$ cat config.mk
export PLATFORM = sky130hd
export DESIGN_NAME = rexnor_rr_sched
export DESIGN_NICKNAME = d
export VERILOG_FILES = /design/src/rtl/rexnor_rr_sched.sv
export SDC_FILE = /design/constraint.sdc
export NUM_CORES = 1
export LEC_CHECK = 0
export CAP_MARGIN = 10
export CORE_ASPECT_RATIO = 0.6
export CORE_MARGIN = 3
export CORE_UTILIZATION = 47
export DETAILED_ROUTE_END_ITERATION = 8
export PLACE_DENSITY = 0.84
export SLEW_MARGIN = 40
export SYNTH_ARGS = -nofsm -noshare
export SYNTH_HDL_FRONTEND = slang
export SYNTH_SLANG_ARGS = --single-unit
$ cat constraint.sdc
create_clock -name clk -period 6.18 [get_ports clk]
set_clock_uncertainty 0.05 [all_clocks]
set_input_delay 1.236 -clock clk [delete_from_list [all_inputs] [get_ports clk]]
set_output_delay 1.236 -clock clk [all_outputs]
set_load 0.005 [all_outputs]
$ cat src/rtl/rexnor_rr_sched.sv
// ---------------------------------------------------------------------------
// rexnor_rr_sched
//   Round-robin scheduler sharing one WIDTH-bit reduction-XNOR unit among
//   NREQ requesters. One word is granted per cycle. The result goes into a
//   single registered, back-pressurable response slot, tagged with the
//   requester index. A saturating counter tracks results whose XNOR is 0.
//
// Ports
//   clk        : rising-edge clock
//   rst_n      : asynchronous active-low reset
//   req_valid  : [NREQ]        per-requester word pending
//   req_data   : [NREQ*WIDTH]  word i in bits [i*WIDTH +: WIDTH]
//   req_ready  : [NREQ]        one-hot (or zero) accept strobe
//   rsp_valid  : response slot holds a result
//   rsp_ready  : consumer takes the response
//   rsp_id     : [IDW]   requester the result belongs to
//   rsp_xnor   : ~^ of the granted word
//   rsp_data   : [WIDTH] copy of the granted word
//   zero_cnt   : [CNTW]  saturating count of accepted words with xnor == 0
//   busy       : response pending or any request pending
// ---------------------------------------------------------------------------
module rexnor_rr_sched #(
   parameter int NREQ  = 4,
   parameter int WIDTH = 8,
   parameter int IDW   = 2,
   parameter int CNTW  = 16
) (
   input  logic                    clk,
   input  logic                    rst_n,
   input  logic [NREQ-1:0]         req_valid,
   input  logic [NREQ*WIDTH-1:0]   req_data,
   output logic [NREQ-1:0]         req_ready,
   output logic                    rsp_valid,
   input  logic                    rsp_ready,
   output logic [IDW-1:0]          rsp_id,
   output logic                    rsp_xnor,
   output logic [WIDTH-1:0]        rsp_data,
   output logic [CNTW-1:0]         zero_cnt,
   output logic                    busy
);

   // Shared parity-complement unit.
   function automatic logic xnor_reduce(input logic [WIDTH-1:0] d);
      return ~^d;
   endfunction

   logic [IDW-1:0]   ptr_r;
   logic             rsp_valid_r;
   logic [IDW-1:0]   rsp_id_r;
   logic             rsp_xnor_r;
   logic [WIDTH-1:0] rsp_data_r;
   logic [CNTW-1:0]  zero_cnt_r;

   logic [NREQ-1:0]  win_s;
   logic [IDW-1:0]   gnt_s;
   logic             found_s;
   logic [IDW:0]     idx_s;
   logic [WIDTH-1:0] gnt_data_s;
   logic             gnt_xnor_s;
   logic             can_load_s;
   logic             accept_s;
   logic [IDW-1:0]   ptr_next_s;

   // Rotating priority search: start at ptr, walk upward with wrap, first valid wins.
   always_comb begin
      win_s   = '0;
      gnt_s   = '0;
      found_s = 1'b0;
      idx_s   = '0;
      for (int k = 0; k < NREQ; k++) begin
         idx_s = {1'b0, ptr_r} + (IDW+1)'(k);
         // ptr is always < NREQ, so a single subtraction completes the wrap.
         if (idx_s >= (IDW+1)'(NREQ)) begin
            idx_s = idx_s - (IDW+1)'(NREQ);
         end else begin
            idx_s = idx_s;
         end
         if (!found_s && req_valid[idx_s[IDW-1:0]]) begin
            found_s                  = 1'b1;
            gnt_s                    = idx_s[IDW-1:0];
            win_s[idx_s[IDW-1:0]]    = 1'b1;
         end else begin
            found_s = found_s;
         end
      end
   end

   // Select the granted word for the shared XNOR unit.
   always_comb begin
      gnt_data_s = '0;
      for (int k = 0; k < NREQ; k++) begin
         if (gnt_s == IDW'(k)) begin
            gnt_data_s = req_data[k*WIDTH +: WIDTH];
         end else begin
            gnt_data_s = gnt_data_s;
         end
      end
   end

   // Handshake qualification and next round-robin pointer.
   always_comb begin
      gnt_xnor_s = xnor_reduce(gnt_data_s);
      can_load_s = ~rsp_valid_r | rsp_ready;
      // req_ready is held low while reset is asserted.
      accept_s   = found_s & can_load_s & rst_n;
      req_ready  = accept_s ? win_s : '0;
      if (gnt_s == IDW'(NREQ-1)) begin
         ptr_next_s = '0;
      end else begin
         ptr_next_s = gnt_s + IDW'(1);
      end
   end

   // Response slot, round-robin pointer and saturating zero-parity counter.
   always_ff @(posedge clk or negedge rst_n) begin
      if (!rst_n) begin
         ptr_r       <= '0;
         rsp_valid_r <= 1'b0;
         rsp_id_r    <= '0;
         rsp_xnor_r  <= 1'b0;
         rsp_data_r  <= '0;
         zero_cnt_r  <= '0;
      end else if (accept_s) begin
         // Accept overwrites the slot even if it is being consumed this cycle.
         ptr_r       <= ptr_next_s;
         rsp_valid_r <= 1'b1;
         rsp_id_r    <= gnt_s;
         rsp_xnor_r  <= gnt_xnor_s;
         rsp_data_r  <= gnt_data_s;
         if (!gnt_xnor_s && (zero_cnt_r != {CNTW{1'b1}})) begin
            zero_cnt_r <= zero_cnt_r + CNTW'(1);
         end else begin
            zero_cnt_r <= zero_cnt_r;
         end
      end else if (rsp_ready) begin
         // Consumed with nothing new: drop valid, keep the other fields.
         rsp_valid_r <= 1'b0;
      end else begin
         rsp_valid_r <= rsp_valid_r;
      end
   end

   // Registered response outputs; busy is a plain status OR.
   always_comb begin
      rsp_valid = rsp_valid_r;
      rsp_id    = rsp_id_r;
      rsp_xnor  = rsp_xnor_r;
      rsp_data  = rsp_data_r;
      zero_cnt  = zero_cnt_r;
      busy      = rsp_valid_r | (|req_valid);
   end

endmodule

Word-level counts from Yosys, hierarchy flattened
Cells that the tools add are included.
- input bits: 39
- register bits after elaboration: 30
- output and inout port bits: 33
- equality and inequality tests: 4
- reduce and logical (&&, ||, !) cells: 17
- add/sub/neg operators: 9
- multiplexer cells: 40
- $lt $le $gt $ge: 12
- bitwise gates (word level): 8
- operators with widths (kind ; number):
    8-bit two-way mux ; 4
    4-bit two-way mux ; 5
    2-bit two-way mux ; 9
    16-bit by 1-bit adder with 16-bit output, second input constant ; 1
    16-bit != test, second input constant ; 1
    1-bit two-way mux ; 14
    2-bit by 3-bit less-than comparator with 1-bit output, second input constant ; 4
    4-bit bitwise OR ; 3
    3-bit >= comparator, second input constant ; 3
    1-bit binary-select mux with 2-bit select ; 4
    1-bit demux with 2-bit select ; 4
    2-bit by 1-bit >= comparator with 1-bit output, second input constant ; 4
    1-bit logical AND ; 8
    8-bit XNOR reduction ; 1
    2-bit by 1-bit subtractor with 2-bit output, second input constant ; 4
    2-bit by 2-bit adder with 3-bit output, second input constant ; 2
    2-bit equality test, second input constant ; 2
    1-bit zero test ; 4
    4-bit OR reduction ; 1
    2-bit by 1-bit adder with 3-bit output, second input constant ; 1
    2-bit by 3-bit >= comparator with 1-bit output, second input constant ; 1
    2-bit by 1-bit adder with 2-bit output, second input constant ; 1
    1-bit AND ; 2
    2-bit by 1-bit equality test with 1-bit output, second input constant ; 1
    other kinds (5) ; 6

Longest topological paths before layout
- depth after elaboration: 23
- gate-level depth with buffers: 22
- mapped depth without buffers: 18

Worst setup path after synthesis
OpenSTA, ideal clock, no wires.
- kind: input to register
- start point: input req_valid[2]
- end point: register zero_cnt_r[14], in the netlist zero_cnt[14]
- data arrival time: 4492 ps
- stages on the path: 18
- data required time: 6005 ps
- path slack: 1512 ps
- buffers on the path: 2
- setup time: 125 ps
- cells stage by stage: mux4_2 -> nor2_1 -> a21oi_1 -> o22ai_1 -> a21oi_1 -> a31oi_1 -> inv_1 -> ha_1 -> buf_2 -> and3_1 -> a311oi_2 -> nor3_1 -> a221oi_2 -> xor2_1 -> xnor2_2 -> buf_6 -> nand4_4 -> xnor2_2
- word-level cells in the longest chain between the ends: 21
- elaborated cells on any way between the ends: 36
- classes of those cells: 3 x eq/ne; 20 x mux; 2 x bitwise; 11 x reduce/logical
- ends and longest elaborated chain (element ; line ; source):
    from (decl) ; 30 ; input logic [NREQ-1:0] req_valid,
    1-bit binary-select mux with 2-bit select ; 78 ; if (!found_s && req_valid[idx_s[IDW-1:0]]) begin
    1-bit two-way mux (implied by the code) ; 78 ;
    1-bit two-way mux ; 78 ;
    1-bit zero test ; 78 ;
    1-bit logical AND ; 78 ;
    1-bit two-way mux ; 78 ;
    1-bit zero test ; 78 ;
    1-bit logical AND ; 78 ;
    (+4 left out) ; n/a ;
    named net gnt_s[1] ; 55 ; logic [IDW-1:0] gnt_s;
    2-bit zero test ; 92 ; if (gnt_s == IDW'(k)) begin
    8-bit two-way mux (3 in series) ; 92 ;
    8-bit two-way mux (*) ; 92 ;
    8-bit XNOR reduction (*) ; 44 ; return ~^d;
    1-bit zero test (*) ; 130 ; if (!gnt_xnor_s && (zero_cnt_r != {CNTW{1'b1}})) begin
    1-bit logical AND (*) ; 130 ;
    2-bit AND reduction (no source line) (*) ; n/a ;
    to (signal assigned) ; 131 ; zero_cnt_r <= zero_cnt_r + CNTW'(1);
    to (signal assigned) ; 133 ; zero_cnt_r <= zero_cnt_r;
    to (decl) ; 52 ; logic [CNTW-1:0] zero_cnt_r;
The timed path passes the listed nets; every way through them passes the cells marked *. The select of a mux whose other input is x is not followed.
A chain may end at the register's enable or synchronous reset.

Worst setup path in the final report
- start point: input req_valid[1]
- end point: register zero_cnt_r[1], in the netlist zero_cnt[1]
Same word-level chain as after synthesis.

==> results_dict.tcl <==
set metrics [dict create \
    syn_area_um2 2260 \
    setup-violations-final 0 \
    maxCapViolations 0 \
    cp.arrival_ns 5.87 \
    async_flop_share_pct 100 \
    crit_path_end_kind "register" \
    core.rowCount 18 \
    finalCritPeriodShare_pct 92.9 \
    first_pass_iters 5 \
    dp_slack_ns 0.223 \
    cts_hold_buf 0 \
    grt_pass1_vias 1940 \
    crit_buf_inv 3 \
    crit_path_top_delay_cell "mux4_2" \
    cts_tree "built" \
    clk_transition_reported_paths_ns 0.06 \
    drc_errors 0 \
    gp_congestion 0.903 \
    synth_flop_cell "dfrtp_1" \
    cts_sinks 30 \
    worst_slew_pin_slew_ns 0.646 \
    die_y_um 59.7 \
    synth_cells 226 \
    via_count 2086 \
    hold_viol_final 0 \
    synth-seq-area-share_pct 33.2 \
    drt_wl_total_um 5860 \
    synth_largest_area_cell "dfrtp_1" \
    nets 351 \
    rsz0062_at_grt "false" \
    antenna_found_initial 0 \
    path_class "input pin to register" \
    synth_most_common_cell "dfrtp_1" \
    setup-tns-final_ns 0 \
    grt_max_degree 33 \
    status "finished clean" \
    die_area_um2 5700 \
    gr-usage-all-layers_pct 21.9 \
    relSlewSlack_pct 56.8 \
    cts_setup_buffers 0 \
    dr.first_iter.drc_count 165 \
    numCtsBuffers 5 \
    yosysTopAreaCellShare_pct 33.2 \
    antennaDiodeCount 0 \
    min_period_ns 5.74 \
    place_area_um2 3040 \
    post_cts_resized 0 \
    io_buffer_count 71 \
    cts_max_level 2 \
    synthDistinctLibCells 52 \
    overflow 0 \
    initial_utilization_pct 51.7 \
    wl_per_cell_um 16.3 \
    crit_path_cell_trace "clkdlybuf4s50_1 > mux4_2 > nor3_1 > and2_1 > a21oi_1 > a31oi_1 > inv_1 > ha_1 > buf_4 > a221oi_1 > a221oi_2 > xor2_1 > xnor2_4 > nand2_2 > mux2_1" \
    ant_nets 0 \
    syn_nets 278 \
    grt_first_pass_wirelength_um 9450 \
    slew_viol_final 0 \
    cts-root-buf "clkbuf_8" \
    yosys-top-cells-count "dfrtp_1, nand2_1, xnor2_1, ha_1, nor2_1" \
    synth_edf_count 0 \
    cts_buffer_depth 2 \
    drive_above_1_share_pct 14.0 \
    area_delta_synth_final_pct 38.7 \
    clock.fmax_mhz 174 \
    die_w_um 95.5 \
    dp_hpwl_um 4700 \
    ys_ff_latch 30 \
    syn_avg_cell_area_um2 9.99 \
    crit_fanout 16 \
    ioPinCount 72 \
    ys_top_cells_by_area "dfrtp_1, ha_1, xnor2_1" \
    critPathTopFamily "compound AO/OA/AOI/OAI gates" \
    hold_class "register to register" \
    final.setup.worst_slack_ns 0.437 \
    viasPerCell 5.79 \
    coreArea_um2 4370 \
    fin_area_um2 3130 \
    slowest_delay_ns 0.58 \
    clk_latency_ns 0.29 \
    startpoint_type "input pin" \
    critical_path_required_ns 6.31 \
    ys_warn_count 0 \
]
-- layer usage --
metal / track usage (%) / vias up / wire (µm)
met4: 4.66 / 0 / 55
met5: 0 / - / 0
li1: - / 985 / -
met2: 32.2 / 110 / 2510
met3: 7.92 / 6 / 590
met1: 31.2 / 985 / 2700
-- cells in the final DEF, fill, tap and decap left out, types with 3 or more instances in the layout --
cell	n
nand3_2	8
o31ai_1	4
mux4_2	4
nand3_1	7
nand2_1	20
nor2_1	12
mux2_2	4
o21ai_0	8
o22a_1	3
nand4_1	4
nand2b_1	3
o22ai_1	3
a21oi_1	5
clkbuf_8	6
clkdlybuf4s50_1	71
inv_1	10
a211oi_1	3
buf_4	6
a22oi_1	5
a221oi_1	6
dfrtp_1	30
ha_1	13
xnor2_1	15
and3_1	11
-- final cells by class --
type | instances | area, µm²
flip-flops and latches | 30 | 751
repair buffers | 77 | 756
fillers | 333 | 1240
multi-input cells | 175 | 1420
inverters | 10 | 37.5
clock inverters | 1 | 5.00
clock buffers | 7 | 86.3
well taps | 60 | 75.1
-- registers in the layout, indices dropped and copies added (netlist names) --
name       count
rsp_xnor       1
rsp_id         2
zero_cnt      16
rsp_valid      1
ptr_r          2
rsp_data       8
-- tightest hold or removal path, delay by kind of cell, from the launching register on --
| family | cells | cell delay (ns) |
|---|---|---|
| DFF | 1 | 0.35 |
| AOI/OAI and AO/OA | 1 | 0.06 |
| and+or+nand+nor | 1 | 0.05 |
-- metrics by stage --
stage	hold slack (ns)	utilization, %	cells
finish	0.433	71.7	360
global route	0.469	71.7	360
CTS	0.438	71.7	360
detailed placement	0.424	69.6	352
global placement	0.413	69.1	352
floorplan	0.423	-	226
-- final timing paths --
path	start	to	slack, ns	cells past startpoint
worst max-delay path	req_valid[1]	zero_cnt[1]	0.44	15
worst min-delay path	rsp_data[1]	rsp_data[1]	0.43	2
worst max register to register	ptr_r[1]	zero_cnt[1]	0.88	16
worst min register to register	rsp_data[1]	rsp_data[1]	0.43	2
max in group asynchronous	rst_n	zero_cnt[15]	4.50	2
min in group asynchronous	rst_n	zero_cnt[4]	1.30	2
-- logic make-up after synthesis --
| group | Yosys count | synth area share [%] |
|---|---|---|
| simple gates | 77 | 19.6 |
| flops | 30 | 33.2 |
| fa+ha+maj | 13 | 7.20 |
| buf+inv | 21 | 4.82 |
| compound gates | 56 | 20.1 |
| xor+xnor | 18 | 7.65 |
| mux | 11 | 7.37 |
Power is left out: the tool's default activity adds up to more than one toggle a clock period on the data nets, which glitch-free logic cannot reach.
